===== config.mk =====
export PLATFORM = sky130hd
export DESIGN_NAME = col_reduce_array
export DESIGN_NICKNAME = d
export VERILOG_FILES = /design/src/rtl/col_reduce_array.sv
export SDC_FILE = /design/constraint.sdc
export NUM_CORES = 1
export LEC_CHECK = 0
export BUFFER_PORTS_ARGS = -buffer_cell sky130_fd_sc_hd__buf_4
export CORE_ASPECT_RATIO = 2
export CORE_MARGIN = 2
export CORE_UTILIZATION = 57
export DETAILED_ROUTE_END_ITERATION = 10
export PLACE_DENSITY = 0.84
export SYNTH_ARGS = -nofsm -noshare
export SYNTH_HDL_FRONTEND = slang
export SYNTH_SLANG_ARGS = --single-unit

===== constraint.sdc =====
create_clock -name clk -period 4.3 [get_ports clk]
set_input_delay 0.43 -clock clk [delete_from_list [all_inputs] [get_ports clk]]
set_output_delay 0.43 -clock clk [all_outputs]
set_load 0.02 [all_outputs]

===== src/rtl/col_reduce_array.sv =====
// col_reduce_array: 2-stage NPIX-pixel colour quantiser; settings swap only on start-of-frame beats.
// Defining COLRED_SWAP_GB_EN packs output pixels {R,B,G} instead of {R,G,B}.
module col_reduce_array #(
   parameter int NPIX = 2,
   parameter int CW   = 6,
   parameter int KW   = 3
) (
   input  logic                     clk,
   input  logic                     reset,
   input  logic [3*CW*NPIX-1:0]     in_data,
   input  logic                     in_sof,
   input  logic                     in_valid,
   output logic                     in_ready,
   output logic [3*CW*NPIX-1:0]     out_data,
   output logic                     out_sof,
   output logic                     out_valid,
   input  logic                     out_ready,
   input  logic [KW-1:0]            switch_vals,
   input  logic [1:0]               switch_sels,
   input  logic                     change
);
   localparam int PW = 3 * CW;
   localparam int DW = PW * NPIX;
   localparam logic [KW-1:0] CWK = KW'(CW);

   function automatic logic [CW-1:0] quant(input logic [CW-1:0] v, input logic [KW-1:0] k);
      logic [CW-1:0] one;
      one = CW'(1);
      return (k == '0 || k >= CWK) ? v : (v & ~({CW{1'b1}} >> k)) | (one << (CWK - KW'(1) - k));
   endfunction

   function automatic logic [PW-1:0] reduce_pix(input logic [PW-1:0] p, input logic [1:0] sel,
                                                input logic [KW-1:0] k);
      logic [CW-1:0] r, g, b;
      r = (sel == 2'd0 || sel == 2'd1) ? quant(p[3*CW-1:2*CW], k) : p[3*CW-1:2*CW];
      g = (sel == 2'd0 || sel == 2'd2) ? quant(p[2*CW-1:CW], k) : p[2*CW-1:CW];
      b = (sel == 2'd0 || sel == 2'd3) ? quant(p[CW-1:0], k) : p[CW-1:0];
`ifdef COLRED_SWAP_GB_EN
      return {r, b, g};
`else
      return {r, g, b};
`endif
   endfunction

   logic          en, acc, take_sw, take_pend;
   logic          pend_q, pend_d;
   logic [KW-1:0] pend_vals_q, pend_vals_d, act_keep_q, act_keep_d, s1_keep_q, s1_keep_d;
   logic [1:0]    pend_sels_q, pend_sels_d, act_sel_q, act_sel_d, s1_sel_q, s1_sel_d;
   logic          s1_valid_q, s1_valid_d, s1_sof_q, s1_sof_d;
   logic          out_valid_q, out_valid_d, out_sof_q, out_sof_d;
   logic [DW-1:0] s1_data_q, s1_data_d, out_data_q, out_data_d, red;

   assign in_ready  = en;
   assign out_valid = out_valid_q;
   assign out_sof   = out_sof_q;
   assign out_data  = out_data_q;

   always_comb begin
      en          = !out_valid_q || out_ready;
      acc         = in_valid && en;
      // a change arriving with the sof beat bypasses the pending registers
      take_sw     = acc && in_sof && change;
      take_pend   = acc && in_sof && pend_q && !change;
      act_keep_d  = take_sw ? switch_vals : take_pend ? pend_vals_q : act_keep_q;
      act_sel_d   = take_sw ? switch_sels : take_pend ? pend_sels_q : act_sel_q;
      pend_d      = (take_sw || take_pend) ? 1'b0 : change ? 1'b1 : pend_q;
      pend_vals_d = change ? switch_vals : pend_vals_q;
      pend_sels_d = change ? switch_sels : pend_sels_q;
      s1_valid_d  = en ? in_valid : s1_valid_q;
      s1_sof_d    = en ? in_sof : s1_sof_q;
      s1_data_d   = en ? in_data : s1_data_q;
      s1_keep_d   = en ? act_keep_d : s1_keep_q;
      s1_sel_d    = en ? act_sel_d : s1_sel_q;
      red         = '0;
      for (int i = 0; i < NPIX; i++)
         red[PW*i +: PW] = reduce_pix(s1_data_q[PW*i +: PW], s1_sel_q, s1_keep_q);
      out_valid_d = en ? s1_valid_q : out_valid_q;
      out_sof_d   = en ? s1_sof_q : out_sof_q;
      out_data_d  = en ? red : out_data_q;
   end

   always_ff @(posedge clk) begin
      if (!reset) begin
         pend_q      <= 1'b0;
         pend_vals_q <= '0;
         pend_sels_q <= '0;
         act_keep_q  <= '0;
         act_sel_q   <= '0;
         s1_valid_q  <= 1'b0;
         s1_sof_q    <= 1'b0;
         s1_data_q   <= '0;
         s1_keep_q   <= '0;
         s1_sel_q    <= '0;
         out_valid_q <= 1'b0;
         out_sof_q   <= 1'b0;
         out_data_q  <= '0;
      end else begin
         pend_q      <= pend_d;
         pend_vals_q <= pend_vals_d;
         pend_sels_q <= pend_sels_d;
         act_keep_q  <= act_keep_d;
         act_sel_q   <= act_sel_d;
         s1_valid_q  <= s1_valid_d;
         s1_sof_q    <= s1_sof_d;
         s1_data_q   <= s1_data_d;
         s1_keep_q   <= s1_keep_d;
         s1_sel_q    <= s1_sel_d;
         out_valid_q <= out_valid_d;
         out_sof_q   <= out_sof_d;
         out_data_q  <= out_data_d;
      end
   end
endmodule


# == After elaboration in Yosys (flattened, before gate mapping) ==
# Index checks and enable logic that the tools add are counted.
# totals
regBits,92
inputBits,47
out_inout_bits,39
word_cells,66
# op_classes
add_sub_neg,1
n_lt_le_gt_ge,1
eq_ne,3
n_shift,2
mux,16
bitwise_logic,14
reduce_logical,16
# op_table
op,count
two-way mux 6 bit,12
bitwise AND 6 bit,6
OR 6 bit,6
logical OR 1 bit,6
two-way mux 3 bit,2
inverter 6 bit,1
"left shift 1 x 3 -> 6 bit, first input constant",1
">> shifter 6 x 3 -> 6 bit, first input constant",1
logical AND 1 bit,5
"== test 2 bit, second input constant",2
two-way mux 2 bit,2
"greater-or-equal comparator 3 bit, second input constant",1
logical NOT 3 bit,1
"subtractor 3 bit, first input constant",1
"== test 2 x 1 -> 1 bit, second input constant",1
logical NOT 1 bit,2
logical NOT 2 bit,1
OR reduction 2 bit,1
inverter 1 bit,1

# == Longest topological paths before layout ==
# Gate-level depths: netlist of the first run.
# depth
depth_word,8
depth_mapped,7
depth_no_buf,6

# == Worst setup path after synthesis of the first run ==
# No wires, ideal clock.
# synth_path
kind,reg-to-reg
start,reg s1_keep_q[1]
end,reg out_data_q[34] (netlist: out_data[34])
setup_time_ns,0.058
t_arrival_ns,1.715
t_required_ns,4.242
path_slack_ns,2.527
stages_incl_launch_ff,7
path_buffers,1
synth_period_minus_slack_ns,1.773
path_cell_list,dfxtp_1 > buf_6 > inv_1 > ha_1 > or4b_4 > o21ai_2 > o221a_2
# synth_between
elab_chain_len,6
elab_cells_between_ends,11
classes_between,add/sub (1); order compare (1); shift (2); mux (2); bitwise (3); reduce/logical (2)
# synth_rtl
element,line,rtl
start: declaration,47,"logic [KW-1:0] pend_vals_q, pend_vals_d, act_keep_q, act_keep_d, s1_keep_q, s1_keep_d;"
start signal: assignment,106,s1_keep_q <= s1_keep_d;
branches (longest 4 deep; another with subtractor 3 bit),n/a,
two-way mux 6 bit (*),29,return (k == '0 || k >= CWK) ? v : (v & ~({CW{1'b1}} >> k)) | (one << (CWK - KW'(1) - k));
two-way mux 6 bit (*),35,"r = (sel == 2'd0 || sel == 2'd1) ? quant(p[3*CW-1:2*CW], k) : p[3*CW-1:2*CW];"
end signal: assignment,110,out_data_q <= out_data_d;
end: declaration,51,"logic [DW-1:0] s1_data_q, s1_data_d, out_data_q, out_data_d, red;"
# Every way passes the cells marked *.
# A chain may end at the register's enable or synchronous reset.

# == Worst setup path after layout of the first run ==
# layout_path
start,reg s1_keep_q[1]
end,reg out_data_q[27] (netlist: out_data[27])
# layout_between
elab_chain_len,6
elab_cells_between_ends,11
classes_between,add/sub (1); order compare (1); shift (2); mux (2); bitwise (3); reduce/logical (2)
# layout_rtl
element,line,rtl
branches (longest 4 deep; another with subtractor 3 bit),n/a,
two-way mux 6 bit (*),29,
two-way mux 6 bit (*),36,"g = (sel == 2'd0 || sel == 2'd2) ? quant(p[2*CW-1:CW], k) : p[2*CW-1:CW];"
# Marked as above.

==> results of run 1 <==
metal layers:
metal,share of wire,vias up,global-route usage
li1,-,1730,-
met1,0.37,1682,0.324
met2,0.52,164,0.463
met3,0.059,44,0.0569
met4,0.051,0,0.181
met5,0,-,0
final timing paths:
kind                  from       endpoint  slack, ns
min reg2reg  s1_data_q[27]  s1_data_q[27]       0.45
max reg2reg   s1_keep_q[1]   out_data[27]       2.04
max           s1_keep_q[1]   out_data[27]       2.04
min            in_data[15]  s1_data_q[15]       0.33
cell usage after synthesis (all sizes together), types with 4 or more instances:
library cell,count,area (um2)
o21ai,51,263
dfxtp,92,1840
nand2,92,345
clkbuf,19,71.3
inv,8,30.0
a21boi,4,30.0
a21oi,73,365
o41ai,4,35.0
buf,11,61.3
nand4,4,25.0
and2,7,43.8
nor2,20,75.1
ha,6,75.1
nor3,10,61.3
a31oi,5,31.3
o221a,6,67.6
a32oi,5,43.8
through the flow:
step | cell area, um2 | setup slack (ns) | hold WS (ns) | power (mW) | std cells
6_report | 4640 | 2.04 | 0.332 | 1.95 | 609
5_1_grt | 4640 | 1.96 | 0.342 | 2.01 | 609
4_1_cts | 4640 | 2.08 | 0.335 | 1.95 | 609
3_5_place_dp | 4400 | 2.15 | 0.442 | 1.27 | 597
3_3_place_gp | 4400 | 2.24 | 0.439 | 1.26 | 597
2_1_floorplan | 3750 | 2.53 | 0.427 | 1.14 | 453
layout by cell type (no fill, tap or decap), types with 5 or more instances in the layout:
cell type / netlist / routed
ha_1: 6 / 6
nor3_1: 9 / 9
buf_4: 1 / 88
o221a_2: 6 / 6
a31oi_1: 5 / 5
nand2_1: 92 / 92
a32oi_1: 5 / 5
clkbuf_16: 0 / 9
nor2_1: 20 / 20
and2_1: 7 / 7
dfxtp_1: 92 / 92
a21oi_1: 73 / 73
inv_1: 7 / 7
o21ai_0: 48 / 48
power by group through the flow:
stage / clock, mW / sequential (mW) / combinational, mW
3_5_place_dp: 0 / 0.969 / 0.297
5_1_grt: 0.730 / 0.958 / 0.325
3_3_place_gp: 0 / 0.967 / 0.290
6_report: 0.694 / 0.953 / 0.300
2_1_floorplan: 0 / 0.989 / 0.152
4_1_cts: 0.696 / 0.952 / 0.298
cell type report:
class,instances,area (um2),share of cell area
tap,86,108,0.0232
inverter,8,30.0,0.00647
multi-input combinational,323,1760,0.378
clock buffer,12,246,0.0531
sequential,92,1840,0.397
timing repair buffer,88,661,0.142
state kept, by name, summed over array words and instances, names as in the netlist, 2 cells and up:
register     count
pend_sels_q      2
s1_data_q       36
act_keep_q       3
out_data        36
pend_vals_q      3
s1_keep_q        3
act_sel_q        2
s1_sel_q         2
cell families after synthesis:
logic type / share of synthesized area
and+or+nand+nor: 0.196
DFF: 0.491
buffers and inverters: 0.0433
AOI/OAI and AO/OA: 0.245
muxes: 0.00533
adders and majority gates: 0.0200
worst register-to-register path, cell delays in order (launching register included):
cell,delay [ns]
dfxtp_1,0.53
inv_1,0.15
ha_1,0.35
nor2b_1,0.34
nor3b_1,0.41
a21oi_1,0.18
a21oi_1,0.21
==> impl_metrics.csv, run 1 <==
group,metric,value,unit
logic_synthesis,ys_ff_latch,92,
floorplanning,dieArea,0.00729,mm2
critical_path,cp.depth,6,
critical_path,crit_arrival,2.52,ns
sta,slew_headroom,0.496,
outcome,status,"finished clean",
critical_path,crit_path_cell_trace,"inv_1, ha_1, nor2b_1, nor3b_1, a21oi_1, a21oi_1",
critical_path,cp_top_family,"simple AND/OR/NAND/NOR gates",
logic_synthesis,async_flop_share,0,
critical_path,r2r_cells,6,
cells_and_area,fillers,521,
global_route,grt_start_max_net_pins,64,
power_and_ir_drop,pwr_density_cell,419,mW/mm2
critical_path,cpMostUsedCell,"a21oi_1",
power_and_ir_drop,p_int,1.43,mW
sta,hold_viol,0,
critical_path,worst-path-max-fanout,11,
critical_path,required,4.56,ns
job,maxCapViolCount,0,
cells_and_area,nets,575,
placement,gp_congestion,0.855,
global_route,grt_pass1_wl,15.6,mm
worst_hold_path,min_delay_path_depth,3,
placement,port_buffers,85,
sta,rsz0062_at_grt,"no",
cells_and_area,finish.utilization,0.730,
power_and_ir_drop,pwr-share-comb,0.154,
critical_path,cp-start-kind,"flop",
cts,cts.sinks,92,
floorplanning,start_util,0.590,
logic_synthesis,seq_area_frac_synth,0.491,
cts,tritoncts,"built",
detailed_routing,first_pass_iters,5,
sta,tightest_slew,0.753,ns
power_and_ir_drop,ir_drop,0.313,mV
critical_path,path_class,"reg2reg",
logic_synthesis,synthDistinctLibCells,44,
cells_and_area,diodes,0,
power_and_ir_drop,p_leak,1.97,nW
worst_hold_path,holdCritPathClass,"in2reg",
detailed_routing,via_per_inst,5.94,
sta,fin_crit,2.26,ns
logic_synthesis,ys_warn_count,0,
cts,post_cts_buffers,0,
sta,skew,0.00497,ns
cts,cts_buffer_depth,2,
floorplanning,rows,41,
sta,max_freq,442,MHz
cts,post_cts_resized,0,
floorplanning,die_height,119,um
cells_and_area,drive_above_1_share,0.216,
cts,ctsHoldBuffers,0,
floorplanning,core,0.00636,mm2
cts,cts_root_buffer,"clkbuf_16",
global_route,grt_overflow_total,0,
logic_synthesis,synth_nets,506,
sta,finalCritPeriodShare,0.526,
cts,cts_made_buffers,9,
detailed_routing,routed_wl,9.91,mm
floorplanning,die_w,61.4,um
power_and_ir_drop,p_seq_frac,0.490,
sta,finalSetupViolations,0,
critical_path,cp.buffers_inverters,1,
logic_synthesis,postSynthCellCount,453,
logic_synthesis,netlist_area,0.00375,mm2
power_and_ir_drop,clkPwrFrac,0.356,
detailed_routing,drc_errors,0,
cts,htreeDepth,3,
cells_and_area,syn_to_final_growth,23.7,%
power_and_ir_drop,p_sw_frac,0.263,
detailed_routing,final_antenna_net_count,0,
power_and_ir_drop,power_switching,513,uW
detailed_routing,via_count,3620,
detailed_routing,dr.first_iter.drc_count,338,
logic_synthesis,synth_edf_count,0,
critical_path,crit_slowest_cell,"dfxtp_1",
logic_synthesis,synth_flop_cell,"dfxtp_1",
global_route,track_usage,0.286,
logic_synthesis,avgSynthCellArea,8.29,um2
global_route,antenna_found_initial,0,
detailed_routing,wl_per_cell,16.3,um
cts,clkTransAtPathRegs,0.06,ns
placement,dp_hpwl,6.81,mm
sta,fin_tns_setup,0,ns
cts,insertion_delay,0.35,ns
critical_path,cpPeakStageDelay,0.53,ns
floorplanning,io_pins,86,
sta,drv_slew,0,
critical_path,crit_path_end_kind,"flop",
global_route,grt_pass1_vias,3353,
Power figures use the tool's default switching activity.
==> run 2, diff against run 1 <==
--- a/config.mk
+++ b/config.mk
@@ -8,9 +8,9 @@
 export BUFFER_PORTS_ARGS = -buffer_cell sky130_fd_sc_hd__buf_4
 export CORE_ASPECT_RATIO = 2
 export CORE_MARGIN = 2
-export CORE_UTILIZATION = 57
+export CORE_UTILIZATION = 53
 export DETAILED_ROUTE_END_ITERATION = 10
-export PLACE_DENSITY = 0.84
+export PLACE_DENSITY = 0.79
 export SYNTH_ARGS = -nofsm -noshare
 export SYNTH_HDL_FRONTEND = slang
 export SYNTH_SLANG_ARGS = --single-unit
==> constraint.sdc (replaced) <==
create_clock -name clk -period 2.1 [get_ports clk]
set_input_delay 0.21 -clock clk [delete_from_list [all_inputs] [get_ports clk]]
set_output_delay 0.21 -clock clk [all_outputs]
set_load 0.02 [all_outputs]
==> run 2 against run 1 <==
Register-to-register slack lost 1.9 ns; first-iteration DRC count shrank 18%; largest power group unchanged; clock power grew 110%; design area grew 2.5%; global-route usage shrank 3.1 points; non-clock buffer count grew 10; count of clock-buffer cells in the layout grew 2.
==> impl_metrics.csv, run 2 (same netlist as run 1, synthesis figures left out) <==
group,metric,value,unit
sta,setup_slack,0.153,ns
critical_path,r2r-end,"out_data[11]",
placement,port_buffers,85,
floorplanning,rows,43,
cts,cts_buffer_depth,2,
cells_and_area,nets,585,
cts,cts_made_buffers,9,
detailed_routing,via_count,3561,
detailed_routing,highest_layer,"met4",
placement,placed_cell_area,0.00449,mm2
power_and_ir_drop,p_int,2.98,mW
cts,htreeDepth,3,
critical_path,path_class,"reg2reg",
critical_path,crit_slowest_cell,"nor4_1",
cts,ctsHoldBuffers,0,
power_and_ir_drop,p_leak,2.04,nW
floorplanning,core,0.00689,mm2
critical_path,r2r-start,"s1_keep_q[1]",
sta,hold_viol,0,
sta,hold_ws,0.119,ns
cts,cts_root_buffer,"clkbuf_16",
cts,post_cts_buffers,0,
critical_path,cp_top_family,"simple AND/OR/NAND/NOR gates",
sta,finalCritPeriodShare,0.927,
outcome,status,"finished clean",
power_and_ir_drop,pwr_density_cell,848,mW/mm2
critical_path,crit_path_end_kind,"flop",
global_route,grt_overflow_total,0,
sta,skew,0.00361,ns
critical_path,crit_arrival,2.22,ns
critical_path,worst-path-max-fanout,9,
cts,clkTransAtPathRegs,0.06,ns
critical_path,r2r_cells,6,
cts,insertion_delay,0.34,ns
sta,fin_tns_setup,0,ns
global_route,antenna_found_initial,0,
cells_and_area,layout.cells.non_filler,627,
cells_and_area,final_cell_mix,"buf_4, nand2_1, dfxtp_1",
cells_and_area,final_common_cell,"buf_4",
cells_and_area,fillers,611,
cells_and_area,seq_area,0.00184,mm2
floorplanning,start_util,0.545,
job,maxCapViolCount,0,
power_and_ir_drop,clkPwrFrac,0.361,
critical_path,cp.buffers_inverters,1,
detailed_routing,met1Wirelength,3.79,mm
detailed_routing,routed_wl,9.71,mm
worst_hold_path,min_delay_path_depth,3,
detailed_routing,via_per_inst,5.68,
power_and_ir_drop,p_sw_frac,0.263,
critical_path,r2r_slack,0.15,ns
sta,max_freq,514,MHz
critical_path,crit_path_cell_trace,"inv_1, ha_1, or3_1, nor4_1, nor3_1, nor2_1",
critical_path,required,2.38,ns
critical_path,cpPeakStageDelay,0.46,ns
floorplanning,die_height,123,um
cts,tritoncts,"built",
detailed_routing,first_pass_iters,4,
placement,dp.cells,611,
global_route,grt_start_max_net_pins,59,
sta,slew_headroom,0.612,
sta,tightest_slew,0.577,ns
power_and_ir_drop,ir_drop,0.558,mV
cells_and_area,final_cell_area,0.00476,mm2
cells_and_area,syn_to_final_growth,26.8,%
detailed_routing,dr_wl_met2,5.16,mm
sta,rsz0062_at_grt,"no",
detailed_routing,final_antenna_net_count,0,
detailed_routing,dr.first_iter.drc_count,276,
detailed_routing,drc_errors,0,
power_and_ir_drop,pwr-share-comb,0.157,
detailed_routing,wl_per_cell,15.5,um
sta,fin_crit,1.95,ns
floorplanning,dieArea,0.00781,mm2
floorplanning,die_w,63.5,um
global_route,grt_pass1_wl,15.6,mm
detailed_routing,wl_met3,462,um
cells_and_area,drive_above_1_share,0.236,
power_and_ir_drop,p_seq_frac,0.483,
global_route,grt_pass1_vias,3427,
power_and_ir_drop,power_switching,1.06,mW
cells_and_area,diodes,0,
worst_hold_path,min_from,"in_data[9]",
worst_hold_path,holdCritPathClass,"in2reg",
cts,cts.sinks,92,
placement,place_ws,0.104,ns
worst_hold_path,min_to,"s1_data_q[9]",
critical_path,cp-start-kind,"flop",
placement,gp_congestion,0.915,
global_route,track_usage,0.255,
floorplanning,io_pins,86,
placement,dp_hpwl,6.83,mm
cells_and_area,multi_input_area,0.00176,mm2
cts,post_cts_resized,0,
sta,finalSetupViolations,0,
sta,drv_slew,0,
==> run 2: worst max path at each step <==
| stage | start | end | slack, ns | depth (start not counted) |
|---|---|---|---|---|
| after floorplan | s1_keep_q[1] | out_data[34] | 0.33 | 6 |
| after global placement | s1_keep_q[1] | out_data[11] | 0.14 | 6 |
| after detailed placement | s1_keep_q[1] | out_data[29] | 0.10 | 6 |
| after CTS | s1_keep_q[1] | out_data[11] | 0.08 | 6 |
| after global routing | s1_keep_q[1] | out_data[1] | 0.07 | 7 |
| final | s1_keep_q[1] | out_data[11] | 0.15 | 6 |
==> run 2: power groups by stage <==
stage          sequential [mW]  clock (mW)  combinational [mW]
5_1_grt                   1.96        1.53               0.691
2_1_floorplan             2.03           0               0.311
3_3_place_gp              1.98           0               0.614
4_1_cts                   1.95        1.47               0.632
3_5_place_dp              1.98           0               0.628
6_report                  1.95        1.46               0.632
==> run 2: final cells by class <==
cell class	count	area share
Timing Repair Buffer	98	0.157
Tap cell	90	0.0237
Clock buffer	14	0.0534
Multi-Input combinational cell	323	0.370
Sequential cell	92	0.387
Clock inverter	2	0.00210
Inverter	8	0.00631
==> run 2: through the flow <==
stage / util / total power [mW]
2_1_floorplan: - / 2.34
3_3_place_gp: 0.652 / 2.59
3_5_place_dp: 0.652 / 2.61
4_1_cts: 0.690 / 4.05
5_1_grt: 0.691 / 4.18
6_report: 0.691 / 4.04
==> run 2: per-layer routing <==
| layer | vias up | track usage |
|---|---|---|
| met1 | 1662 | 0.283 |
| met5 | - | 0 |
| met3 | 22 | 0.0446 |
| met4 | 0 | 0.120 |
| met2 | 124 | 0.464 |
| li1 | 1753 | - |
==> run 2: worst min-delay path: cells and delay by family <==
kind	cells	cell delay, ns
AOI/OAI and AO/OA	1	0.05
buffers and inverters	1	0.11
and+or+nand+nor	1	0.04
==> run 3, diff against run 2 <==
--- a/config.mk
+++ b/config.mk
@@ -10,7 +10,9 @@
 export CORE_MARGIN = 2
 export CORE_UTILIZATION = 53
 export DETAILED_ROUTE_END_ITERATION = 10
+export MAX_ROUTING_LAYER = met4
 export PLACE_DENSITY = 0.79
+export SLEW_MARGIN = 25
 export SYNTH_ARGS = -nofsm -noshare
 export SYNTH_HDL_FRONTEND = slang
 export SYNTH_SLANG_ARGS = --single-unit
==> run 3 against run 2 <==
Sequential share of layout area unchanged; routed wire length is 0.28% lower; total power barely moved; fmax is 0.25% lower; global-route usage grew 0.70 points; die area did not move; clock power about the same; largest power group unchanged; cell count did not move; first-iteration DRC count decreased by 2.9%; critical endpoint is now out_data[29]; register-to-register slack about the same; count of clock-buffer cells in the layout is the same.
==> impl_metrics.csv, run 3 (same netlist as run 1, synthesis figures left out) <==
group,metric,value,unit
global_route,grt_pass1_wl,15.6,mm
power_and_ir_drop,p_leak,2.04,nW
cells_and_area,multi_input_area,0.00176,mm2
detailed_routing,via_count,3544,
cts,insertion_delay,0.34,ns
sta,fin_crit,1.95,ns
critical_path,cp.depth,6,
sta,tightest_slew,0.580,ns
job,maxCapViolCount,0,
global_route,track_usage,0.262,
detailed_routing,routed_wl,9.68,mm
power_and_ir_drop,clkPwrFrac,0.361,
detailed_routing,first_pass_iters,5,
sta,finalSetupViolations,0,
critical_path,r2r-start,"s1_keep_q[1]",
critical_path,cpPeakStageDelay,0.47,ns
floorplanning,die_height,123,um
cells_and_area,final_common_cell,"buf_4",
cells_and_area,syn_to_final_growth,26.8,%
cells_and_area,final_cell_area,0.00476,mm2
floorplanning,io_pins,86,
cts,post_cts_buffers,0,
critical_path,cp.buffers_inverters,1,
cells_and_area,seq_area,0.00184,mm2
critical_path,crit_arrival,2.23,ns
floorplanning,dieArea,0.00781,mm2
critical_path,worst-path-max-fanout,9,
detailed_routing,drc_errors,0,
worst_hold_path,holdCritPathClass,"in2reg",
critical_path,cp-startpoint,"s1_keep_q[1]",
power_and_ir_drop,power_switching,1.06,mW
critical_path,cp-start-kind,"flop",
floorplanning,core,0.00689,mm2
global_route,grt_overflow_total,0,
critical_path,crit_end,"out_data[29]",
power_and_ir_drop,p_sw_frac,0.262,
critical_path,cp_top_family,"simple AND/OR/NAND/NOR gates",
placement,port_buffers,85,
placement,placed_cell_area,0.00449,mm2
sta,hold_viol,0,
sta,drv_slew,0,
global_route,antenna_found_initial,0,
outcome,status,"finished clean",
critical_path,path_class,"reg2reg",
sta,slew_headroom,0.610,
placement,dp_hpwl,6.83,mm
cts,clkTransAtPathRegs,0.06,ns
cts,cts_root_buffer,"clkbuf_16",
floorplanning,rows,43,
critical_path,r2r-end,"out_data[29]",
floorplanning,die_w,63.5,um
power_and_ir_drop,pwr-share-comb,0.156,
critical_path,r2r_slack,0.15,ns
power_and_ir_drop,p_int,2.98,mW
cells_and_area,diodes,0,
cts,ctsHoldBuffers,0,
cts,cts.sinks,92,
sta,max_freq,512,MHz
cells_and_area,drive_above_1_share,0.236,
cells_and_area,final_cell_mix,"buf_4, nand2_1, dfxtp_1",
cts,htreeDepth,3,
cts,cts_made_buffers,9,
cells_and_area,fillers,611,
cells_and_area,nets,585,
global_route,grt_pass1_vias,3418,
critical_path,crit_path_cell_trace,"inv_1, ha_1, or3_1, nor4_1, nor3_1, nor2_1",
sta,fin_tns_setup,0,ns
detailed_routing,dr.first_iter.drc_count,268,
cts,tritoncts,"built",
critical_path,crit_slowest_cell,"nor4_1",
critical_path,required,2.37,ns
critical_path,crit_path_end_kind,"flop",
placement,gp_congestion,0.931,
detailed_routing,final_antenna_net_count,0,
detailed_routing,via_per_inst,5.65,
cts,cts_buffer_depth,2,
critical_path,r2r_cells,6,
power_and_ir_drop,ir_drop,0.555,mV
global_route,grt_start_max_net_pins,59,
sta,rsz0062_at_grt,"no",
power_and_ir_drop,p_seq_frac,0.483,
sta,finalCritPeriodShare,0.929,
sta,skew,0.00545,ns
detailed_routing,wl_per_cell,15.4,um
floorplanning,start_util,0.545,
power_and_ir_drop,pwr_density_cell,847,mW/mm2
[run 3: metal layers]
layer / global-route usage / vias up / wire length, um
li1: - / 1752 / -
met1: 0.282 / 1655 / 3800
met4: 0.120 / 0 / 281
met3: 0.0446 / 23 / 458
met5: - / - / 0
met2: 0.465 / 114 / 5140
[run 3: worst min-delay path by stage]
stage,from,endpoint,cells past startpoint
final,in_data[9],s1_data_q[9],3
after global routing,in_data[35],s1_data_q[35],3
after CTS,switch_vals[2],pend_vals_q[2],3
after detailed placement,s1_sof_q,s1_sof_q,2
after global placement,s1_data_q[33],s1_data_q[33],2
after floorplan,in_data[0],s1_data_q[0],2
[run 3: final cells by class]
cell class / instances / area share
Timing Repair Buffer: 98 / 0.157
Multi-Input combinational cell: 323 / 0.370
Sequential cell: 92 / 0.387
Clock inverter: 2 / 0.00210
Clock buffer: 14 / 0.0534
Tap cell: 90 / 0.0237
Inverter: 8 / 0.00631
[run 3: worst min-delay path, stage by stage]
cell and delay [ns]:
buf_4 0.11, nand2_1 0.04, a21oi_1 0.05
[run 3: through the flow]
step | hold slack (ns) | util | power [mW] | setup slack (ns) | instances
after floorplan | 0.350 | - | 2.34 | 0.327 | 453
final | 0.120 | 0.691 | 4.03 | 0.148 | 627
after global routing | 0.121 | 0.691 | 4.18 | 0.0656 | 627
after detailed placement | 0.443 | 0.652 | 2.61 | 0.104 | 611
after CTS | 0.114 | 0.690 | 4.05 | 0.0817 | 627
after global placement | 0.440 | 0.652 | 2.59 | 0.144 | 611
[run 3: timing repair]
item	CTS	global route
hold endpoints to repair	0	0
endpoints found under the setup margin	0	11
gates resized for setup	0	2
[run 3: power by group through the flow]
stage	clock (mW)	sequential (mW)	combinational (mW)
after floorplan	0	2.03	0.311
after global placement	0	1.98	0.614
after detailed placement	0	1.98	0.628
after CTS	1.47	1.95	0.632
after global routing	1.53	1.96	0.691
final	1.46	1.95	0.631
